**src/rtl/trigger_sample_queue.sv**
```systemverilog
// Trigger-driven byte sampler front end: synchronises pins, captures a byte on each
// trigger rising edge into a FIFO and drains it to the avr_interface serial handshake.
module trigger_sample_queue #(
    parameter int DEPTH       = 16,
    parameter int SYNC_STAGES = 2,
    parameter bit HEX_MODE    = 1'b1
) (
    input  logic                     clk,
    input  logic                     rst_n,
    input  logic [7:0]               data_in,
    input  logic                     trig_in,
    output logic [7:0]               tx_data,
    output logic                     new_tx_data,
    input  logic                     tx_busy,
    input  logic                     clr_ovf,
    output logic [7:0]               overflow_count,
    output logic [$clog2(DEPTH):0]   fifo_level
);
    localparam int AW = $clog2(DEPTH);

    typedef enum logic [2:0] {IDLE, FETCH, SEND_HI, SEND_LO, SEND_NL, GAP} state_t;

    logic [SYNC_STAGES-1:0][7:0] data_sync_q;
    logic [SYNC_STAGES-1:0]      trig_sync_q;
    logic [SYNC_STAGES-1:0]      warm_q;
    logic                        trig_prev_q;
    logic [7:0]                  data_sync;
    logic                        trig_sync;
    logic                        capture;

    logic [7:0]    mem_q [DEPTH];
    logic [AW-1:0] wr_ptr_q, rd_ptr_q;
    logic [AW:0]   level_q, level_d;
    logic          full, empty, push, drop, pop;
    logic [7:0]    ovf_q, ovf_d;

    state_t        state_q, state_d, after_gap_q, after_gap_d;
    logic [7:0]    hold_q, hold_d;

    assign data_sync = data_sync_q[SYNC_STAGES-1];
    assign trig_sync = trig_sync_q[SYNC_STAGES-1];
    assign capture   = trig_sync & ~trig_prev_q;

    // trig_prev stays at 1 until the synchroniser has filled, so a pin held high
    // through reset release is never seen as a rising edge.
    always_ff @(posedge clk or negedge rst_n) begin
        if (!rst_n) begin
            data_sync_q <= '0;
            trig_sync_q <= '0;
            warm_q      <= '0;
            trig_prev_q <= 1'b1;
        end else begin
            data_sync_q <= {data_sync_q[SYNC_STAGES-2:0], data_in};
            trig_sync_q <= {trig_sync_q[SYNC_STAGES-2:0], trig_in};
            warm_q      <= {warm_q[SYNC_STAGES-2:0], 1'b1};
            trig_prev_q <= warm_q[SYNC_STAGES-1] ? trig_sync : 1'b1;
        end
    end

    assign full  = (level_q == (AW+1)'(DEPTH));
    assign empty = (level_q == '0);
    assign push  = capture & ~full;
    assign drop  = capture & full;

    always_ff @(posedge clk) begin
        if (push) mem_q[wr_ptr_q] <= data_sync;
    end

    always_comb begin
        level_d = level_q;
        if (push && !pop)      level_d = level_q + 1'b1;
        else if (pop && !push) level_d = level_q - 1'b1;
    end

    always_comb begin
        ovf_d = ovf_q;
        if (clr_ovf)                   ovf_d = {7'd0, drop};
        else if (drop && ovf_q != 8'hFF) ovf_d = ovf_q + 8'd1;
    end

    always_ff @(posedge clk or negedge rst_n) begin
        if (!rst_n) begin
            wr_ptr_q <= '0;
            rd_ptr_q <= '0;
            level_q  <= '0;
            ovf_q    <= '0;
        end else begin
            if (push) wr_ptr_q <= wr_ptr_q + 1'b1;
            if (pop)  rd_ptr_q <= rd_ptr_q + 1'b1;
            level_q <= level_d;
            ovf_q   <= ovf_d;
        end
    end

    function automatic logic [7:0] hex_char(input logic [3:0] n);
        return (n < 4'd10) ? (8'h30 + {4'd0, n}) : (8'h37 + {4'd0, n});
    endfunction

    // The head byte is latched on the pop edge: once popped, its slot may be
    // refilled by a capture during FETCH.
    always_comb begin
        state_d     = state_q;
        after_gap_d = after_gap_q;
        hold_d      = hold_q;
        pop         = 1'b0;
        tx_data     = 8'h00;
        new_tx_data = 1'b0;
        case (state_q)
            IDLE: begin
                if (!empty && !tx_busy) begin
                    pop     = 1'b1;
                    hold_d  = mem_q[rd_ptr_q];
                    state_d = FETCH;
                end
            end
            FETCH: state_d = SEND_HI;
            SEND_HI: begin
                tx_data     = HEX_MODE ? hex_char(hold_q[7:4]) : hold_q;
                new_tx_data = ~tx_busy;
                if (!tx_busy) begin
                    state_d     = GAP;
                    after_gap_d = HEX_MODE ? SEND_LO : IDLE;
                end
            end
            SEND_LO: begin
                tx_data     = hex_char(hold_q[3:0]);
                new_tx_data = ~tx_busy;
                if (!tx_busy) begin
                    state_d     = GAP;
                    after_gap_d = SEND_NL;
                end
            end
            SEND_NL: begin
                tx_data     = 8'h0A;
                new_tx_data = ~tx_busy;
                if (!tx_busy) begin
                    state_d     = GAP;
                    after_gap_d = IDLE;
                end
            end
            GAP:     state_d = after_gap_q;
            default: state_d = IDLE;
        endcase
    end

    always_ff @(posedge clk or negedge rst_n) begin
        if (!rst_n) begin
            state_q     <= IDLE;
            after_gap_q <= IDLE;
            hold_q      <= '0;
        end else begin
            state_q     <= state_d;
            after_gap_q <= after_gap_d;
            hold_q      <= hold_d;
        end
    end

    assign overflow_count = ovf_q;
    assign fifo_level     = level_q;
endmodule

```
**config.mk**
```make
export PLATFORM = sky130hd
export DESIGN_NAME = trigger_sample_queue
export DESIGN_NICKNAME = d
export VERILOG_FILES = /design/src/rtl/trigger_sample_queue.sv
export SDC_FILE = /design/constraint.sdc
export NUM_CORES = 1
export LEC_CHECK = 0
export BUFFER_PORTS_ARGS = -buffer_cell sky130_fd_sc_hd__buf_2
export CAP_MARGIN = 20
export CORE_AREA = 10 10 122 124
export DETAILED_ROUTE_END_ITERATION = 16
export DIE_AREA = 0 0 132 134
export PLACE_DENSITY_LB_ADDON = 0.1
export SYNTH_ARGS = -nofsm -noshare
export SYNTH_HDL_FRONTEND = slang
export SYNTH_SLANG_ARGS = --single-unit
```
**constraint.sdc**
```tcl
create_clock -name clk -period 3.9 [get_ports clk]
set_input_delay 0.78 -clock clk [delete_from_list [all_inputs] [get_ports clk]]
set_output_delay 0.78 -clock clk [all_outputs]
set_load 0.05 [all_outputs]
```
==> impl_metrics.yaml, run 1 <==
critical_path:
  crit_path_max_fanout: 5
  rr_worst_depth: 10
  regToRegSetupSlack_ns: 1.07
  critPathMaxStageDelay_ns: 0.47
  cp-startpoint: "hold_q[5]"
  r2r-start: "fifo_level[0]"
  cp_slowest_cell: "o21ai_0"
  worstPathCellList: "o21ai_0, mux2i_1, mux2i_1, o21ai_0, buf_2"
  worst_ep_arrival_time_ns: 2.14
  start_kind: "flop"
  critical_path_class: "reg -> out"
  cp.required_ns: 3.12
  end_kind: "output port"
  r2r_end: "fifo_level[4]"
route:
  drt_pass1_iterations: 4
  viasPerCell: 5.875
  detail-route-antenna-nets: 0
  drt_drc_violations_left: 0
  num_vias: 3854
  drtIter0Drc: 270
  wirelength_mm: 13.52
  route.detailed.wl_per_inst_um: 20.61
floorplanning:
  design.die.area_um2: 17690
  fp.coreArea_um2: 12470
  num_io_pins: 35
  die_h_um: 134
  die_x_um: 132
  start_util_pct: 59.77
  rows: 41
clocking:
  cts_buffer_depth: 2
  cts_made_buffers: 17
  cts-root-buf: "clkbuf_16"
  htreeDepth: 4
  clock-sinks: 183
  clkLatencyLatePin_ns: 0.44
  tritoncts: "built"
  post-cts-setup-buffers: 0
  postCtsHoldBufs: 0
  clkSlewWorstSetupHoldPaths_ns: 0.06
  post_cts_resized: 0
global_route:
  track_usage_pct: 16.15
  grt_pass1_wl_mm: 21.85
  antenna_found_initial: 0
  grt.met3_usage_pct: 4.630
  overflow: 0
  gr-usage-met2_pct: 27.11
  top_usage_layer: "met2"
  grt_max_degree: 34
  grt_pass1_vias: 4035
  use_met1_pct: 19.43
yosys:
  synth_top_area_share_pct: 51.59
  async_flop_share_pct: 30.05
  netlist_area_um2: 7451
  synth_seq_cells: 183
  synth_area_per_cell_um2: 17.05
  synth_ff_type: "edfxtp_1"
  synth_enable_flop_cells: 128
  ys_top_cells_by_area: "edfxtp_1 (52%), dfrtp_1 (18%), mux4_2 (9.7%)"
  synth.distinct_cells: 55
  seq_area_frac_synth_pct: 70.08
  syn_nets: 463
  yosys_warnings: 0
  yosys.area.top_type: "edfxtp_1"
  synthCells: 437
cells_and_area:
  areaGrowthSynthToFinish_pct: 12.07
  drive_gt1_share_pct: 25.21
  fin_nets: 497
  n_antenna_cell: 0
  fillers: 817
  final_common_cell: "edfxtp_1"
  final_cell_mix: "edfxtp_1 (128), dfrtp_1 (52), buf_2 (33)"
timing:
  hold_viol: 0
  holdWs_ns: 0.3508
  rsz0062_at_grt: "false"
  max_freq_ghz: 0.3419
  worst_pin_slew_ns: 0.8736
  finalMaxSlewViolations: 0
  post-route-period-util_pct: 74.99
  finalClockSkew_ns: 0.007262
  finalSetupViolations: 0
  setup_tns_ns: 0
  slew-limit-headroom_pct: 41.76
  fin_crit_ns: 2.925
job:
  max_cap_violations: 0
place:
  port_buffers: 33
  place_congestion: 0.7953
  hpwl_mm: 8.873
pwr:
  vdd_drop_max_mv: 0.3707
  p_leak_uw: 0.002980
  p_int_uw: 4003
  seqPwrFrac_pct: 44.3
  p_sw_share_pct: 33.14
  powerDensity_nw_per_um2: 717.0
  p_switching_uw: 1984
  clockPowerShare_pct: 28.4
  p_comb_share_pct: 27.3
min_path:
  min_from: "data_sync_q[4]"
  min_path_cells: 0
  min-delay-path-class: "reg -> reg"
  min_to: "data_sync[4]"
status:
  outcome: "completed"
logic make-up (layout without fill, tap and decap cells):
| logic type | count (synthesis) | in the layout | share of synthesized area [%] |
|---|---|---|---|
| fa+ha+maj | 13 | 13 | 2.284 |
| flops | 183 | 183 | 70.08 |
| buf+inv | 34 | 81 | 2.250 |
| simple gates | 77 | 77 | 6.263 |
| other cells | 2 | 2 | 0.1008 |
| compound gates | 70 | 70 | 5.894 |
| xor+xnor | 12 | 12 | 1.411 |
| mux | 46 | 46 | 11.72 |
synthesized netlist by cell type, types with 3 or more instances:
| master | number |
|---|---|
| a21oi_1 | 24 |
| and2_1 | 13 |
| and4_1 | 4 |
| buf_1 | 5 |
| buf_2 | 5 |
| buf_4 | 3 |
| buf_6 | 3 |
| clkbuf_1 | 7 |
| dfrtp_1 | 54 |
| edfxtp_1 | 128 |
| ha_1 | 12 |
| inv_1 | 11 |
| mux2_2 | 10 |
| mux2i_1 | 4 |
| mux4_2 | 32 |
| nand2_1 | 15 |
| nand2b_1 | 5 |
| nand3_1 | 5 |
| nand4_1 | 4 |
| nor2_1 | 9 |
| nor2b_1 | 4 |
| o21ai_0 | 10 |
| o22ai_1 | 17 |
| o31ai_1 | 3 |
| or3_1 | 4 |
| or4_1 | 3 |
| xnor2_1 | 10 |
final cells by class:
cell class	instances	area (µm²)	area share (%)
clock buffer	17	425.4	5.094
clock inverter	15	167.7	2.008
inverter	11	41.29	0.4945
multi-input combinational	220	2062	24.69
sequential	183	5224	62.56
tap	172	215.2	2.577
timing repair buffer	38	215.2	2.577
power by group through the flow:
stage / clock network [µW] / registers, µW / logic, µW
CTS: 1730 / 2700 / 1590
detailed placement: 0 / 2740 / 1580
finish: 1700 / 2650 / 1640
global route: 1810 / 2700 / 1790
global placement: 0 / 2720 / 1550
floorplan: 0 / 2540 / 1390
worst max path at each step:
stage                     depth (start not counted)       endpoint  slack (ns)
final                                             5     tx_data[1]        0.98
after global routing                              5     tx_data[1]        0.78
after CTS                                         5     tx_data[1]        0.96
after detailed placement                         11  fifo_level[4]        0.86
after global placement                           11  fifo_level[4]        0.99
after floorplan                                   5     tx_data[2]        0.80
stage by stage:
step / instances / power [µW] / utilization (%) / cell area [µm²] / setup WS, ns
CTS: 655 / 6020 / 66.83 / 8330 / 0.9561
global placement: 623 / 4273 / 62.07 / 7737 / 0.9920
detailed placement: 623 / 4321 / 62.07 / 7737 / 0.8611
global route: 656 / 6299 / 66.99 / 8351 / 0.7758
floorplan: 437 / 3935 / - / 7451 / 0.8031
finish: 656 / 5987 / 66.99 / 8351 / 0.9753
flip-flops by register name, indices dropped and copies added (netlist names), 4 cells and up:
register        flops
overflow_count      8
fifo_level          5
rd_ptr_q            4
wr_ptr_q            4
mem_q             128
hold_q              8
data_sync           8
data_sync_q         8
metal layers:
| layer | up-vias | routed length, µm |
|---|---|---|
| met5 | - | 0 |
| met4 | 0 | 201 |
| met3 | 18 | 616 |
| met2 | 84 | 7022 |
| met1 | 1978 | 5676 |
| li1 | 1774 | - |
critical path, delay by kind of cell, from the launching register on:
kind | cells | cell delay, ns
compound gates | 2 | 0.64
flops | 1 | 0.45
mux | 2 | 0.33
buf+inv | 1 | 0.29
(Power assumes the default switching activity.)
==> run 2, diff against run 1 <==
Settings changed: CORE_AREA 10 10 122 124 to 10 10 128 130, DIE_AREA 0 0 132 134 to 0 0 138 140.
Clock period 3.9 ns to 2.34 ns, I/O delays scaled along.
==> run 2 against run 1 <==
Compared with the run above:
- the run now ends with negative setup slack left
- routed wire length rose by 12%
- sequential share of layout area fell by 4.6 points
- design area rose by 8.0%
- non-clock buffer count rose by 48
- register-to-register slack got worse by 1.2 ns
- flip-flop and latch count did not move
- largest power group unchanged
==> impl_metrics.yaml, run 2 (synthesis gave the netlist of run 1 again) <==
route:
  num_vias: 4129
  drtIter0Drc: 364
  detail-route-antenna-nets: 0
  viasPerCell: 5.799
  route.detailed.wl_per_inst_um: 21.24
  drt_pass1_iterations: 5
  wirelength_mm: 15.12
  drt_drc_violations_left: 0
timing:
  post-route-period-util_pct: 107.0
  max_freq_ghz: 0.3995
  slew-limit-headroom_pct: 57.39
  setup_tns_ns: -0.3641
  finalClockSkew_ns: 0.007959
  setup_slack_ns: -0.1634
  finalSetupViolations: 3
  holdWs_ns: 0.1433
  finalMaxSlewViolations: 0
  rsz0062_at_grt: "true"
  hold_viol: 0
  fin_crit_ns: 2.503
  worst_pin_slew_ns: 0.6392
place:
  place_congestion: 0.7993
  place_inst: 668
  hpwl_mm: 9.811
  place_ws_ns: -0.1525
  port_buffers: 33
pwr:
  vdd_drop_max_mv: 0.7397
  powerDensity_nw_per_um2: 1189
  power_uw: 10720
  p_leak_uw: 0.003280
min_path:
  min-delay-path-class: "in -> reg"
global_route:
  overflow: 0
  track_usage_pct: 15.86
  grt_pass1_vias: 4143
  use_met1_pct: 21.58
  grt.met3_usage_pct: 3.955
  antenna_found_initial: 0
  grt_pass1_wl_mm: 23.85
  top_usage_layer: "met2"
  grt_max_degree: 35
  gr-usage-met2_pct: 24.87
cells_and_area:
  areaGrowthSynthToFinish_pct: 21.04
  final_common_cell: "edfxtp_1"
  n_antenna_cell: 0
  largest_register_ffs: 128
  largest_register: "mem_q"
  fin_cells: 712
  drive_gt1_share_pct: 35.71
  final_cell_mix: "edfxtp_1 (128), dfrtp_1 (49), buf_4 (40)"
  fin_nets: 545
critical_path:
  worst_ep_arrival_time_ns: 2.85
  worstPathCellList: "or4_4, o21a_1, inv_2, ha_4, inv_6, fa_2, a21o_1, a21oi_2, mux2i_1, xnor2_1"
  critPathTopFamily: "compound AO/OA/AOI/OAI gates"
  cp.required_ns: 2.69
  start_kind: "flop"
  crit_path_max_fanout: 3
  path_buf_inv: 2
  cp_slowest_cell: "or4_4"
  end_kind: "flop"
  critPathMaxStageDelay_ns: 0.48
  critical_path_class: "reg -> reg"
floorplanning:
  die_h_um: 140
  design.die.area_um2: 19320
  num_io_pins: 35
  fp.coreArea_um2: 13770
  rows: 43
  start_util_pct: 54.10
  die_x_um: 138
clocking:
  htreeDepth: 4
  clkSlewWorstSetupHoldPaths_ns: 0.07
  cts-root-buf: "clkbuf_16"
  clkLatencyLatePin_ns: 0.42
  cts_made_buffers: 17
  tritoncts: "built"
  clock-sinks: 183
  cts_buffer_depth: 2
job:
  max_cap_violations: 0
status:
  violations: "negative setup slack"
  outcome: "finished with violations"
[run 2: repair_timing]
item                                   CTS  global route
buffers inserted                         2             9
gates cloned                             0             0
setup endpoints to repair                6            43
hold buffers                             1             0
endpoints found under the hold margin    2             0
pin swaps                                3             6
gates resized for setup                  7            28
[run 2: where the power goes]
part	leakage (µW)	switching, µW	internal, µW	total, µW
Clock	0.000293	1250	1560	2810
Combinational	0.00118	2020	1770	3790
Sequential	0.00181	335	3780	4120
[run 2: per-stage QoR]
stage	utilization, %	area [µm²]
finish	65.48	9019
floorplan	-	7497
CTS	64.13	8832
detailed placement	59.55	8202
global placement	59.55	8202
global route	65.48	9019
[run 2: worst paths after layout]
| path | endpoint | depth (start not counted) | start | slack (ns) |
|---|---|---|---|---|
| max | fifo_level[4] | 10 | fifo_level[0] | -0.16 |
| min | trig_sync_q[0] | 1 | trig_in | 0.14 |
| max in group asynchronous | rd_ptr_q[2] | 3 | rst_n | 1.38 |
| max reg2reg | fifo_level[4] | 10 | fifo_level[0] | -0.16 |
| min in group asynchronous | warm_q[0] | 2 | rst_n | 0.36 |
| min reg2reg | data_sync[0] | 0 | data_sync_q[0] | 0.35 |
[run 2: metal layers]
metal	up-vias	routed length [µm]	part of all wire, %
met5	-	0	0
met2	90	7473	49
met4	0	161	1.1
met1	2150	6895	46
met3	16	591	3.9
li1	1873	-	-
[run 2: cell type report]
type	instances	area [µm²]
Clock buffer	19	454.2
Clock inverter	13	131.4
Fill cell	997	4755
Inverter	11	46.29
Multi-Input combinational cell	220	2178
Sequential cell	183	5230
Tap cell	180	225.2
Timing Repair Buffer	86	753.2
[run 2: worst register-to-register path, cell delays in order, from the launching register on]
cell and delay [ns]:
dfrtp_4 0.47, or4_4 0.48, o21a_1 0.22, inv_2 0.06, ha_4 0.15, inv_6 0.04
fa_2 0.34, a21o_1 0.17, a21oi_2 0.13, mux2i_1 0.22, xnor2_1 0.13
